## src/rtl/game_pkg.sv

```systemverilog
// Shared definitions for the memory game: symbol encoding, FSM states and
// default timing constants used by the generator, checker and display driver.
package game_pkg;

  localparam int unsigned SYM_W = 2;
  localparam logic [SYM_W-1:0] SYM_INVALID = 2'b11;

  // level and idx are 4 bits wide so MAX_LEN up to 15 never wraps.
  localparam int unsigned LVL_W = 4;

  localparam int unsigned DEF_MAX_LEN     = 8;
  localparam int unsigned DEF_SHOW_CYCLES = 4;
  localparam int unsigned DEF_GAP_CYCLES  = 2;

  typedef enum logic [2:0] {
    ST_IDLE,
    ST_CAPTURE,
    ST_SHOW,
    ST_GAP,
    ST_WAIT_IN,
    ST_WIN,
    ST_LOSE
  } state_t;

  // Width able to hold max(a, b) - 1, never narrower than one bit.
  function automatic int unsigned cnt_width(input int unsigned a, input int unsigned b);
    int unsigned m;
    m = (a > b) ? a : b;
    return (m <= 2) ? 1 : $clog2(m);
  endfunction

endpackage

```

## src/rtl/seq_mem.sv

```systemverilog
// Sequence storage: one synchronous write port, one combinational read port.
// Contents are intentionally not reset.
module seq_mem
  import game_pkg::*;
#(
  parameter int unsigned DEPTH = DEF_MAX_LEN
) (
  input  logic             clk,
  input  logic             we,
  input  logic [LVL_W-1:0] waddr,
  input  logic [SYM_W-1:0] wdata,
  input  logic [LVL_W-1:0] raddr,
  output logic [SYM_W-1:0] rdata
);

  localparam int unsigned AW = (DEPTH > 1) ? $clog2(DEPTH) : 1;
  localparam logic [LVL_W-1:0] DEPTH_L = LVL_W'(DEPTH);

  logic [SYM_W-1:0] mem [DEPTH];
  logic [AW-1:0]    wa;
  logic [AW-1:0]    ra;

  assign wa = waddr[AW-1:0];
  assign ra = raddr[AW-1:0];

  always_ff @(posedge clk) begin
    if (we && (waddr < DEPTH_L)) begin
      mem[wa] <= wdata;
    end
  end

  assign rdata = (raddr < DEPTH_L) ? mem[ra] : '0;

endmodule

```

## config.mk

```make
export PLATFORM = sky130hd
export DESIGN_NAME = seq_mem
export DESIGN_NICKNAME = d
export VERILOG_FILES = /design/src/rtl/game_pkg.sv /design/src/rtl/seq_mem.sv
export SDC_FILE = /design/constraint.sdc
export NUM_CORES = 1
export LEC_CHECK = 0
export CAP_MARGIN = 20
export CORE_MARGIN = 2
export CORE_UTILIZATION = 51
export CTS_CLUSTER_SIZE = 40
export DETAILED_ROUTE_END_ITERATION = 7
export PLACE_DENSITY = 0.84
export SETUP_SLACK_MARGIN = 0.05
export SLEW_MARGIN = 40
export SYNTH_ARGS = -nofsm -noshare
export SYNTH_HDL_FRONTEND = slang
export SYNTH_SLANG_ARGS = --single-unit
```

## constraint.sdc

```tcl
create_clock -name clk -period 2 [get_ports clk]
set_input_delay 0.3 -clock clk [delete_from_list [all_inputs] [get_ports clk]]
set_output_delay 0.3 -clock clk [all_outputs]
set_load 0.005 [all_outputs]
```

# Yosys cells after proc, flatten, opt, wreduce, memory -nomap -nowiden
# Memories as Yosys holds them, arrays and structs flattened.
# Cells that the tools add are included.
[word_totals] reg_bits=0 inputBits=12 latchBits=0 ram_bits=16 rom_bits=0 out_inout_bits=2 memories=1 elab_cells=7
[mem_list] name="mem" depth=8 word_bits=2 rd=1 rd_clocked_by_memory_dff=0 write_ports=1 line_no="seq_mem.sv:19" source="logic [SYM_W-1:0] mem [DEPTH];"
[op_classes] n_lt_le_gt_ge=2 addsub=0 reduce_logical=1 shifts=0 mul=0 n_div=0 n_eq_ne=0 mux=3 bitwise_logic=0
[op_table] op="< comparator 4 bit, second input constant" n=2
[op_table] op="2-to-1 mux 1 bit" n=2
[op_table] op="2-to-1 mux 2 bit" n=1
[op_table] op="logical AND 1 bit" n=1

# Logic depth before layout (Yosys ltp)
# Gate-level depths: netlist (run 1).
[logic_depth] depth_word=4 mapped_depth=3

# Worst setup path after synthesis (run 1)
# OpenSTA, ideal clock, no wires.
[synth_timing] kind="in2reg" start="input port waddr[0]" end="memory mem[0][0], enable pin" slack_ns=0.666 arrival_time_ns=1.006 path_buffers=0 t_required_ns=1.671 setup_ns=0.329 cell_stages=2 path_cell_list="or3b_2 nor3_1"
[synth_via] elab_chain_cells=4
[synth_lines] element="start: declaration" line_no="seq_mem.sv:10" source="input logic [LVL_W-1:0] waddr,"
[synth_lines] element="< comparator 4 bit" line_no="seq_mem.sv:27" source="if (we && (waddr < DEPTH_L)) begin"
[synth_lines] element="logical AND 1 bit" line_no="seq_mem.sv:27"
[synth_lines] element="2-to-1 mux 1 bit" line_no="seq_mem.sv:27"
[synth_lines] element="2-to-1 mux 1 bit (not written as such)" line_no="seq_mem.sv:28" source="mem[wa] <= wdata;"
[synth_lines] element="end: declaration" line_no="seq_mem.sv:19"
# Several ways; a longest one is shown, not always the timed one.

# Final worst setup path (run 1)
[layout_timing] start="memory mem[1][0]" end="output port rdata[0]"
[layout_via] elab_chain_cells=2
[layout_lines] element="memory read (8 x 2 bit)"
[layout_lines] element="2-to-1 mux 2 bit" line_no="seq_mem.sv:32" source="assign rdata = (raddr < DEPTH_L) ? mem[ra] : '0;"
[layout_lines] element="end: declaration" line_no="seq_mem.sv:13" source="output logic [SYM_W-1:0] rdata"
# No other way between the ends.

==> out/qor.log, run 1 <==
qor: run_status.outcome completed
qor: job.maxCapViolations 0
qor: worst_setup_path.critPathSlowestCell sky130_fd_sc_hd__mux4_2
qor: logic_synthesis.netlist_top_cells_area sky130_fd_sc_hd__edfxtp_1 (71%), sky130_fd_sc_hd__mux4_1 (15%), sky130_fd_sc_hd__nor2_1 (4.4%), sky130_fd_sc_hd__mux2i_1 (3.0%), sky130_fd_sc_hd__nand2b_1 (1.8%)
qor: finish.layout.cells.non_filler 68
qor: power_and_ir_drop.sw_frac_of_total 0.182
qor: timing.grt_setup_unrepaired no
qor: worst_setup_path.timing.critical_path.depth 4
qor: finish.reg.largest.list mem: 16 flops
qor: timing.period_share 0.931
qor: floorplanning.die_y 40.5 um
qor: logic_synthesis.mappedNetlistArea 678 um^2
qor: detailed_routing.routed_via_density 5.46
qor: finish.max_flop_register mem
qor: detailed_routing.antenna_violating_nets_post_route 0
qor: timing.setup_viol 0
qor: power_and_ir_drop.internal-power 480 uW
qor: power_and_ir_drop.power_frac_clock 0.260
qor: power_and_ir_drop.power.ir.vdd_worst 0.353 mV
qor: worst_setup_path.timing.critical_path.from_type register
qor: timing.slew_headroom 0.808
qor: floorplanning.core.rowCount 13
qor: logic_synthesis.yosys_register_bits 16
qor: worst_hold_path.timing.hold.worst_path_depth 1
qor: floorplanning.die_area 1640 um^2
qor: worst_setup_path.critical_path_required 1.70 ns
qor: timing.fin_crit 1.86 ns
qor: logic_synthesis.synth.yosys.seq_area_share 0.708
qor: clocking.clock_path_buffers 2
qor: logic_synthesis.proportion_of_synthesized_flip_flops_having_asynchronous_set_or_reset 0
qor: floorplanning.initial_core_utilization 0.535
qor: timing.timing.hold.ws 0.785 ns
qor: timing.finalHoldViolCount 0
qor: placed_design.port-buffer-count 13
qor: finish.layout.cell_area.non_filler 832 um^2
qor: finish.antenna-diode-count 0
qor: detailed_routing.routedWlPerCell 14.2 um
qor: worst_setup_path.crit_path_max_incr_delay 0.46 ns
qor: logic_synthesis.unique_cell_type_count_in_the_yosys_netlist 9
qor: logic_synthesis.avgSynthCellArea 18.3 um^2
qor: placed_design.dpl_cell_area 827 um^2
qor: power_and_ir_drop.power_density 705 nW/um^2
qor: grt.antenna_found_initial 0
qor: grt.grt_start_max_net_pins 9
qor: grt.grt_remaining_overflow 0
qor: power_and_ir_drop.net-switching-power 107 uW
qor: worst_setup_path.cp_num_buf_inv 1
qor: finish.synthToLayoutAreaGrowth 22.7%
qor: clocking.path_clk_slew 0.08 ns
qor: detailed_routing.drt-initial-drc-count 3
qor: detailed_routing.totalWireLength 963 um
qor: clocking.tritoncts yes
qor: clocking.h-tree-depth 1
qor: floorplanning.core 1270 um^2
qor: logic_synthesis.cell_count_after_synthesis 37
qor: worst_setup_path.arrival 1.56 ns
qor: detailed_routing.via_count 371
qor: placed_design.post-dp-hpwl 703 um
qor: grt.grt_util_all_layers 0.148
qor: logic_synthesis.yosysMostFrequentCell sky130_fd_sc_hd__edfxtp_1
qor: logic_synthesis.synth_warnings 0
qor: timing.max_clock_freq 537 MHz
qor: grt.first_global_vias 353
qor: worst_setup_path.setup_crit_path_kind reg2out
qor: timing.worst_pin_slew 0.286 ns
qor: clocking.cts_post_setup_buffers_inserted 0
qor: clocking.cts-root-buf sky130_fd_sc_hd__clkbuf_4
qor: finish.finish.net_count 67
qor: floorplanning.die_w 40.5 um
qor: logic_synthesis.synth.cells.most_frequent sky130_fd_sc_hd__edfxtp_1 (16), sky130_fd_sc_hd__nor2_1 (8), sky130_fd_sc_hd__mux4_1 (4)
qor: placed_design.placed_cells_incl_taps 65
qor: placed_design.finalWeightedCongestion 0.712
qor: grt.grt_first_pass_wirelength 1500 um
qor: power_and_ir_drop.power.share.sequential 0.643
qor: finish.flip_flop_count_of_the_largest_register_all_copies_and_words_added 16
qor: logic_synthesis.synth_edf_count 16
qor: floorplanning.num_io_pins 14
qor: logic_synthesis.synth_top_area_cell sky130_fd_sc_hd__edfxtp_1
qor: timing.slew_violations 0
qor: finish.final_layout_size_suffix_gt1_frac 0.170
qor: power_and_ir_drop.power_frac_comb 0.097
qor: worst_hold_path.min-delay-path-class in2reg
qor: logic_synthesis.synth_nets 49
qor: worst_setup_path.crit_path_max_fanout 1
qor: finish.fillerInstances 94
qor: power_and_ir_drop.p_leak 0.278 nW
qor: logic_synthesis.dominantRegCellSynth sky130_fd_sc_hd__edfxtp_1
qor: detailed_routing.drt_drc_violations_left 0
qor: logic_synthesis.synth_top_area_share 0.708
qor: clocking.cts.sinks 16
qor: detailed_routing.number_of_search_and_repair_iterations_in_the_first_detailed_routing_pass 4
qor: worst_setup_path.timing.critical_path.to_type output pin
qor: worst_setup_path.timing.critical_path.cells mux4_2 > mux2i_1 > nor2_1 > dlygate4sd2_1
qor: clocking.cts_buffers 3
qor: worst_setup_path.critical-path-top-delay-family multiplexers
[metrics by stage]
step / setup TNS (ns) / power [mW] / utilization / setup slack (ns)
after floorplan: 0 / 0.405 / - / 0.666
after global placement: -0.778 / 0.442 / 0.652 / -0.398
after detailed placement: -0.780 / 0.443 / 0.652 / -0.390
after CTS: 0 / 0.590 / 0.656 / 0.121
after global routing: 0 / 0.612 / 0.656 / 0.0603
final: 0 / 0.587 / 0.656 / 0.138
[per-layer routing]
| layer | GRT usage | vias to the layer above | wire length, um |
|---|---|---|---|
| met5 | 0 | - | 0 |
| met4 | 0.0500 | 0 | 0 |
| met3 | 0.0333 | 0 | 68 |
| met2 | 0.230 | 16 | 474 |
| met1 | 0.205 | 175 | 421 |
| li1 | - | 180 | - |
[power groups by stage]
stage / Combinational [mW] / Clock [mW] / Sequential, mW
final: 0.0567 / 0.153 / 0.377
after global routing: 0.0620 / 0.172 / 0.378
after CTS: 0.0577 / 0.155 / 0.377
after detailed placement: 0.0590 / 0 / 0.384
after global placement: 0.0579 / 0 / 0.384
after floorplan: 0.0208 / 0 / 0.384
[area by class of cell]
cell class	instances	area (um^2)	area share
clock buffers	3	22.5	0.0271
multi-input cells	21	183	0.220
flip-flops and latches	16	480	0.577
well taps	15	18.8	0.0226
repair buffers	13	128	0.153
[cells in the final DEF (no fill, tap or decap)]
cell | netlist | layout
sky130_fd_sc_hd__nand2_1 | 1 | 1
sky130_fd_sc_hd__dlygate4sd2_1 | 0 | 3
sky130_fd_sc_hd__clkdlybuf4s15_2 | 0 | 1
sky130_fd_sc_hd__mux2i_1 | 2 | 2
sky130_fd_sc_hd__clkbuf_4 | 0 | 3
sky130_fd_sc_hd__edfxtp_1 | 16 | 16
sky130_fd_sc_hd__or3b_2 | 1 | 1
sky130_fd_sc_hd__nand2b_1 | 2 | 2
sky130_fd_sc_hd__nor3_1 | 2 | 2
sky130_fd_sc_hd__nand3b_1 | 1 | 1
sky130_fd_sc_hd__clkdlybuf4s50_1 | 0 | 9
sky130_fd_sc_hd__mux4_2 | 0 | 4
sky130_fd_sc_hd__nor2_1 | 8 | 8
[logic make-up after synthesis]
family,after synthesis,synth area share
muxes,6,0.185
and+or+nand+nor,15,0.107
DFF,16,0.708
[timing repair]
action	in CTS	in global routing
endpoints found under the hold margin	0	0
gates resized for setup	10	0
hold buffers	0	0
setup endpoints to repair	2	0
[worst paths after layout]
kind / startpoint / end / slack [ns]
setup / recovery: mem[1][0]$_DFFE_PP_ / rdata[0] / 0.14
hold / removal: wdata[1] / mem[0][1]$_DFFE_PP_ / 0.78
Power figures use the tool's default switching activity.
==> run 2, diff against run 1 <==
Settings changed: CELL_PAD_IN_SITES_DETAIL_PLACEMENT set to 2, CELL_PAD_IN_SITES_GLOBAL_PLACEMENT set to 2, CORE_UTILIZATION 51 to 37, PLACE_DENSITY 0.84 to 0.83.
==> run 2 against run 1 <==
- global-route usage up 1.3 points
- setup slack worse by 0.0068 ns
- final cell count increased by 15%
- die area increased by 34%
- sequential share of layout area is 1.0 points lower
- clock power increased by 8%
- combinational power up 5.6%
- critical path type unchanged
- highest routed layer is now met4
==> out/qor.log, run 2 (synthesized netlist as in run 1, its figures left out) <==
qor: run_status.outcome completed
qor: timing.setup_viol 0 [unchanged]
qor: timing.fin_crit 1.87 ns [+0.00677 ns]
qor: worst_setup_path.critical_path_required 1.70 ns [about the same]
qor: worst_hold_path.worstHoldStart wdata[0]
qor: clocking.cts.sinks 16 [unchanged]
qor: worst_setup_path.setup_crit_path_kind reg2out
qor: clocking.clock_path_buffers 2 [unchanged]
qor: detailed_routing.drt_drc_violations_left 0 [unchanged]
qor: placed_design.port-buffer-count 13 [unchanged]
qor: worst_setup_path.timing.critical_path.from_type register
qor: clocking.tritoncts yes
qor: power_and_ir_drop.power.ir.vdd_worst 0.374 mV [+5.8%]
qor: worst_setup_path.critPathSlowestCell sky130_fd_sc_hd__mux4_2
qor: grt.antenna_found_initial 0 [unchanged]
qor: detailed_routing.detailroute.wirelength.met3 84 um [+24%]
qor: floorplanning.num_io_pins 14 [unchanged]
qor: timing.slew_headroom 0.773 [-0.0349]
qor: clocking.h-tree-depth 1 [unchanged]
qor: placed_design.dpl_cell_area 840 um^2 [+1.5%]
qor: floorplanning.die_area 2190 um^2 [+34%]
qor: worst_setup_path.timing.critical_path.to_type output pin
qor: grt.grt_start_max_net_pins 9 [unchanged]
qor: finish.antenna-diode-count 0 [unchanged]
qor: worst_hold_path.min-delay-path-class in2reg
qor: timing.slew_violations 0 [unchanged]
qor: grt.first_global_vias 412 [+17%]
qor: floorplanning.die_w 46.8 um [+16%]
qor: timing.worst_pin_slew 0.338 ns [+0.0520 ns]
qor: worst_setup_path.timing.critical_path.cells mux4_2 > mux2i_1 > nor2_1 > clkdlybuf4s15_1
qor: floorplanning.initial_core_utilization 0.393 [-0.142]
qor: finish.flip_flop_count_of_the_largest_register_all_copies_and_words_added 16 [unchanged]
qor: detailed_routing.routedWlPerCell 18.2 um [+29%]
qor: worst_hold_path.timing.hold.worst_endpoint mem[6][0]$_DFFE_PP_
qor: floorplanning.core 1730 um^2 [+36%]
qor: clocking.ctsHoldBuffers 0 [unchanged]
qor: finish.leading_cell_type_in_the_layout_fill_and_taps_excluded sky130_fd_sc_hd__edfxtp_1
qor: clocking.path_clk_slew 0.09 ns [about the same]
qor: power_and_ir_drop.power_density 711 nW/um^2 [+0.89%]
qor: finish.fillerInstances 170 [+81%]
qor: placed_design.placed_cells_incl_taps 75 [+15%]
qor: detailed_routing.antenna_violating_nets_post_route 0 [unchanged]
qor: clocking.cts_buffers 3 [unchanged]
qor: floorplanning.die_y 46.8 um [+16%]
qor: finish.synthToLayoutAreaGrowth 24.9%
qor: grt.grt_util_all_layers 0.161 [+0.0129]
qor: timing.max_clock_freq 535 MHz [-0.36%]
qor: worst_setup_path.crit_path_max_fanout 1 [unchanged]
qor: worst_hold_path.timing.hold.worst_path_depth 1 [unchanged]
qor: finish.layout.cells.non_filler 78 [+15%]
qor: detailed_routing.totalWireLength 1420 um [+48%]
qor: worst_setup_path.cp_num_buf_inv 1 [unchanged]
qor: clocking.cts_post_setup_buffers_inserted 0 [unchanged]
qor: finish.layout.cell_area.non_filler 847 um^2 [+1.8%]
qor: grt.grt_first_pass_wirelength 2080 um [+39%]
qor: power_and_ir_drop.post_layout_total_power 602 uW [+2.7%]
qor: detailed_routing.drt-initial-drc-count 3 [unchanged]
qor: placed_design.finalWeightedCongestion 0.686 [-3.8%]
qor: detailed_routing.dr.max_layer_used met4
qor: worst_setup_path.crit_path_max_incr_delay 0.47 ns [about the same]
qor: detailed_routing.number_of_search_and_repair_iterations_in_the_first_detailed_routing_pass 4 [unchanged]
qor: worst_setup_path.arrival 1.57 ns [about the same]
qor: timing.finalHoldViolCount 0 [unchanged]
qor: power_and_ir_drop.p_leak 0.274 nW [-1.6%]
qor: detailed_routing.met2_length 692 um [+46%]
qor: timing.period_share 0.934 [+0.00338]
qor: detailed_routing.routed_via_density 4.90 [-10%]
qor: floorplanning.core.rowCount 15 [+2]
qor: finish.final_layout_size_suffix_gt1_frac 0.170 [unchanged]
qor: finish.max_flop_register mem
qor: job.maxCapViolations 0 [unchanged]
qor: timing.grt_setup_unrepaired no
qor: finish.finish.net_count 67 [unchanged]
qor: clocking.cts-root-buf sky130_fd_sc_hd__clkbuf_4
qor: detailed_routing.routedLengthMet1 598 um [+42%]
qor: worst_setup_path.critPathLaunch mem[0][1]$_DFFE_PP_
qor: grt.grt_remaining_overflow 0 [unchanged]
qor: worst_setup_path.critical-path-top-delay-family multiplexers
qor: finish.reg.largest.list mem: 16 flops
qor: finish.final_cell_mix sky130_fd_sc_hd__edfxtp_1 (16), sky130_fd_sc_hd__clkdlybuf4s50_1 (9), sky130_fd_sc_hd__nor2_1 (8)
qor: detailed_routing.via_count 382 [+3.0%]
-- run 2: cell types whose count changed in the layout (fill, tap and decap cells not counted), sizes merged --
cell,before,now
clkdlybuf4s15,1,3
dlygate4sd2,3,1
-- run 2: power breakdown --
| part | internal, mW | switching (mW) | leakage, nW |
|---|---|---|---|
| Sequential | 0.375 | 0.00221 | 0.145 |
| Combinational | 0.0358 | 0.0240 | 0.115 |
| Clock | 0.0700 | 0.0950 | 0.0138 |
| Total | 0.481 | 0.121 | 0.274 |
-- run 2: worst max path at each step --
stage,cells past startpoint,end
2_1_floorplan,2,mem[0][0]$_DFFE_PP_
3_3_place_gp,5,rdata[0]
3_5_place_dp,5,rdata[1]
4_1_cts,4,rdata[1]
5_1_grt,4,rdata[0]
6_report,4,rdata[1]
-- run 2: metal layers --
layer,global-route usage,vias to the layer above
met5,0,-
met4,0.117,0
met3,0.0500,4
met2,0.241,15
met1,0.197,184
li1,-,179
-- run 2: layout make-up --
cell class | instances | area, um^2 | share of cell area
repair buffers | 13 | 130 | 0.154
well taps | 25 | 31.3 | 0.0369
clock buffers | 3 | 22.5 | 0.0266
flip-flops and latches | 16 | 480 | 0.567
multi-input cells | 21 | 183 | 0.216
-- run 2: repair_timing --
item / in CTS / in global routing
pin swaps: 0 / 0
setup endpoints to repair: 2 / 2
resized for setup: 10 / 2
-- run 2: metrics by stage --
stage                     worst slack (ns)  hold slack (ns)  TNS [ns]  utilization
after CTS                           0.0585            0.783         0        0.489
after detailed placement            -0.448             1.06    -0.865        0.486
after floorplan                      0.666            0.399         0            -
after global routing                0.0904            0.785         0        0.491
final                                0.131            0.783         0        0.491
after global placement              -0.400             1.05    -0.792        0.486
==> RTL change 1 (settings of run 2) <==
Change the package constant `LVL_W` from 4 to 6.
--- a/src/rtl/game_pkg.sv
+++ b/src/rtl/game_pkg.sv
@@ -6,7 +6,7 @@
   localparam logic [SYM_W-1:0] SYM_INVALID = 2'b11;
 
   // level and idx are 4 bits wide so MAX_LEN up to 15 never wraps.
-  localparam int unsigned LVL_W = 4;
+  localparam int unsigned LVL_W = 6;
 
   localparam int unsigned DEF_MAX_LEN     = 8;
   localparam int unsigned DEF_SHOW_CYCLES = 4;
Interface: changed (resized raddr and waddr); port bits go from 14 to 18. The function was not compared with the original's and may differ.
==> RTL change 1 against run 2 <==
  * Hold slack lost 0.0022 ns
  * Cell area grew 4.9%
  * Sequential share of layout area shrank 2.6 points
  * Worst setup slack lost 0.022 ns
  * Synthesized area grew 1.1%
  * Sequential cell count is the same
  * Synthesized cell count grew 2.7%
  * Global-route usage shrank 0.48 points
  * Total power shrank 2.3%
  * Wire length grew 3.9%
  * Largest cell class unchanged
==> RTL change 1: results (changes against run 2) <==
- Outcome: complete, no violations
- # fillers: 169 (-0.59%)
- Min-delay src: wdata[1]
- Overall routing resource usage: 15.62% (-0.48 points)
- Final worst slack: 0.1095 ns (-0.02179 ns)
- Router iterations before antenna repair: 4 (unchanged)
- Root buffer cell: clkbuf_4
- Setup WS pre-CTS: -0.4838 ns (-0.03601 ns)
- CP startpoint: mem[1][0]
- Detail Route Antenna Nets: 0 (unchanged)
- Dpl cell area: 887.1 sq um (+5.7%)
- Share of layout cells above drive strength 1: 13.79% (-3.2 points)
- Mapped Cells: 38 (+2.7%)
- Reg clk slew, reported paths: 0.09 ns (about the same)
- Critical Path End: rdata[0]
- Worst hold path type: input port to flip-flop
- Syn nets: 54 (+10%)
- Post-Layout Cell Count: 83 (+6.4%)
- Routability Congestion: 0.6101 (-11%)
- Port bufs: 17 (+4)
- Top flop regs: mem: 16 flops
- HPWL after DPL: 1259 um
- WHS Path Cells: 1 (unchanged)
- Yosys cell types: 9 (unchanged)
- Post_cts resized: 7 (-3)
- Seq/Total Area, Yosys: 70.07% (-0.78 points)
- Peak per-stage delay on the critical path: around 0.46 ns
- Crit path DAT: 1.59 ns (+0.02 ns)
- Slowest library cell on the worst path: mux4_2
- P_leak: 0.2826 nW (+3.3%)
- Vias in the first global route: 468 (+14%)
- Initial DRC count: 9 (+6)
- Placed Cells: 80 (+6.7%)
- CTS H-tree depth: 1 (unchanged)
- Fraction of registers with async set/reset: 0% (unchanged)
- Clk buf depth: 2 (unchanged)
- Slew HR: 70.64% (-6.7 points)
- Synth top area cells: edfxtp_1, mux4_1, nor2_1
- Vias per Instance: 5.024 (+2.6%)
- CTS buffer count: 3 (unchanged)
- Setup fix buffers added after clock tree synthesis: 0 (unchanged)
- Most frequent cells after synthesis: edfxtp_1, nor2_1, mux4_1
- CP delay by family, top: multiplexers
- Drt total wl: 1477 um (+3.9%)
- First-pass GRT wire length: 2159 um (+3.6%)
- Max rail drop VDD: 356.9 uV (-4.6%)
- Ys Warns: 0 (unchanged)
- Initial antenna violation count: 0 (unchanged)
- Pin count of the biggest net entering global routing: 9 (unchanged)
- Final #Nets: 76 (+13%)
[RTL change 1: cell count changes after synthesis]
| cell | before | now |
|---|---|---|
| nand2b_1 | 2 | 3 |
| or3b_2 | 1 | 0 |
| nor4b_1 | 0 | 1 |
| nor4_1 | 0 | 2 |
| nand2_1 | 1 | 2 |
| nor2_1 | 8 | 6 |
| nand3b_1 | 1 | 0 |
[RTL change 1: logic make-up (layout without fill, tap and decap cells)]
kind of cell | Yosys count | in the layout | synth area share, %
mux | 6 | 6 | 18.25
flops | 16 | 16 | 70.07
buf+inv | 0 | 20 | 0
simple gates | 16 | 16 | 11.68
[RTL change 1: where the power goes]
part / switching (mW) / internal [mW] / leakage (nW) / total [mW]
sequential: 0.000781 / 0.371 / 0.144 / 0.371
combinational: 0.0225 / 0.0376 / 0.125 / 0.0601
clock: 0.0875 / 0.0696 / 0.0138 / 0.157
[RTL change 1: worst min-delay path by stage]
| stage | to | slack [ns] |
|---|---|---|
| 2_1_floorplan | mem[0][0] | 0.40 |
| 3_3_place_gp | mem[5][1] | 1.06 |
| 3_5_place_dp | mem[5][1] | 1.08 |
| 4_1_cts | mem[7][1] | 0.78 |
| 5_1_grt | mem[2][1] | 0.79 |
| 6_report | mem[2][1] | 0.78 |
[RTL change 1: layer usage]
| layer | GRT usage (%) | wire, um | vias up |
|---|---|---|---|
| met5 | 0 | 0 | - |
| met4 | 5.000 | 7 | 0 |
| met3 | 3.846 | 96 | 2 |
| met2 | 30.96 | 814 | 19 |
| met1 | 15.62 | 558 | 203 |
| li1 | - | - | 193 |
[RTL change 1: area by class of cell]
class,count,area [sq um],area share (%)
sequential,16,480.5,54.08
multi-input combinational,22,190.2,21.41
timing repair buffer,17,163.9,18.45
tap,25,31.28,3.521
clock buffer,3,22.52,2.535
==> RTL change 2 (flow settings as in run 2) <==
Without the edit above. Register the output `rdata`; this adds one clock of latency there.
--- a/src/rtl/seq_mem.sv
+++ b/src/rtl/seq_mem.sv
@@ -29,7 +29,9 @@
     end
   end
 
-  assign rdata = (raddr < DEPTH_L) ? mem[ra] : '0;
+  always_ff @(posedge clk) begin
+    rdata <= (raddr < DEPTH_L) ? mem[ra] : '0;
+  end
 
 endmodule
 
Formal check against the unedited RTL: not equivalent (a bounded check fails within 4 cycles, from zero or initial values).
==> RTL change 2 against run 2 <==
  * Synthesized cell count up 5.4%
  * Via count up 2.6%
  * Critical path depth shrank 1
  * Sequential share of layout area is 0.11 points higher
  * Cell area rose by 8.1%
  * Synthesized area grew 5.9%
  * Sequential cell count up 2
  * First-iteration DRC count down 33%
  * Worst setup slack improved by 0.26 ns
  * Global-route usage shrank 1.4 points
  * Maximum frequency increased by 16%
  * Wire length fell by 3.8%
  * Clock power grew 34%
  * Total power is 17% higher
  * Critical endpoint is now mem[0][1]
==> RTL change 2: results (changes against run 2) <==
- WHS Path Cells: 2 (+1)
- Pin count of the biggest net entering global routing: 11 (+2)
- First-pass GRT wire length: 2104 um (+1.0%)
- Final #Nets: 69 (+3.0%)
- Met2 usage: 28.00% (+3.9 points)
- Wire per inst: 16.89 um (-7.4%)
- NonClk Buf Share: 14.21% (-1.2 points)
- # fillers: 160 (-5.9%)
- Fraction of area in registers: 56.83% (+0.11 points)
- Slew HR: 76.57% (-0.74 points)
- Routability Congestion: 0.6379 (-7.0%)
- Hold WS: 0.5718 ns (-0.2114 ns)
- Share of layout cells above drive strength 1: 8.929% (-8.1 points)
- Hold endpoint: rdata[0]
- Clk sinks: 18 (+2)
- P_leak: 0.3097 nW (+13%)
- Yosys cell types: 10 (+1)
- Drt total wl: 1368 um (-3.8%)
- WL met3: 74 um (-12%)
- Setup WS pre-CTS: 0.06914 ns (+0.5169 ns)
- Multi-input combinational area share: 21.58% (about the same)
- Number of clock buffers in the layout: 4 (+1)
- Post-synthesis mux area share: 17.42% (-1.0 points)
- Router iterations before antenna repair: 2 (-2)
- Comb power frac: 8.7% (-1.2 points)
- Worst-path fanout max: 4 (+3)
- Reg2reg start: mem[1][0]
- Slowest library cell on the worst path: or3b_2
- Synth top area cells: edfxtp_1, mux4_1, dfxtp_1
- Max rail drop VDD: 405.4 uV (+8.4%)
- Placed Cells: 77 (+2.7%)
- WL met2: 713 um (+3.0%)
- M1 GR Usage: 15.37% (-4.3 points)
- Post_cts resized: 0 (-10)
- Dpl cell area: 879.6 sq um (+4.8%)
- Register area: 520.5 sq um (+8.3%)
- Overall routing resource usage: 14.67% (-1.4 points)
- Reg clk slew, reported paths: about 0.10 ns
- Ys Warns: 0 (unchanged)
- P_clk: 0.221 mW (+34%)
- CP delay by family, top: simple AND/OR/NAND/NOR gates
- Mapped Cells: 39 (+5.4%)
- Vias per Instance: 4.840 (-1.2%)
- WL met1: 565 um (-5.5%)
- Outcome: complete, no violations
- # diodes: 0 (unchanged)
- Vias in the first global route: 442 (+7.3%)
- Initial DRC count: 2 (-1)
- Clock-cell share of area: 3.962% (+1.3 points)
- P_comb: 0.0608 mW (+2%)
- EDFF count, synth: 16 (unchanged)
- Syn nets: 51 (+4.1%)
- Min-delay src: raddr[3]
- Peak per-stage delay on the critical path: 0.49 ns (+0.02 ns)
- Net Sw Frac: 19.35% (-0.78 points)
- Seq/Total Area, Yosys: 72.47% (+1.6 points)
- Fraction of registers with async set/reset: 0% (unchanged)
- Top flop regs: mem: 16 flops, rdata: 2 flops
-- RTL change 2: cell types whose count changed in the layout (fill, tap and decap cells not counted), sizes merged --
cell	change
clkbuf	+1
clkdlybuf4s15	-3
dlygate4sd2	-1
dfxtp	+2
clkdlybuf4s50	+4
-- RTL change 2: worst register-to-register path, delay by kind of cell (launching register included) --
kind | cells | cell delay, ns
flip-flops | 1 | 0.41
multiplexers | 2 | 0.71
AND/OR/NAND/NOR | 1 | 0.06
-- RTL change 2: worst max path at each step --
stage             start        end  slack (ns)  cells past startpoint
5_1_grt              we  mem[0][1]        0.34                      3
4_1_cts              we  mem[0][1]        0.38                      3
6_report             we  mem[0][1]        0.39                      3
3_5_place_dp         we  mem[0][0]        0.07                      3
3_3_place_gp         we  mem[0][0]        0.18                      3
2_1_floorplan  waddr[2]  mem[0][0]        0.67                      2
-- RTL change 2: kinds of logic (layout without fill, tap and decap cells) --
family                 Yosys count  after routing
and+or+nand+nor                 15             15
muxes                            6              6
buffers and inverters            0             17
DFF                             18             18
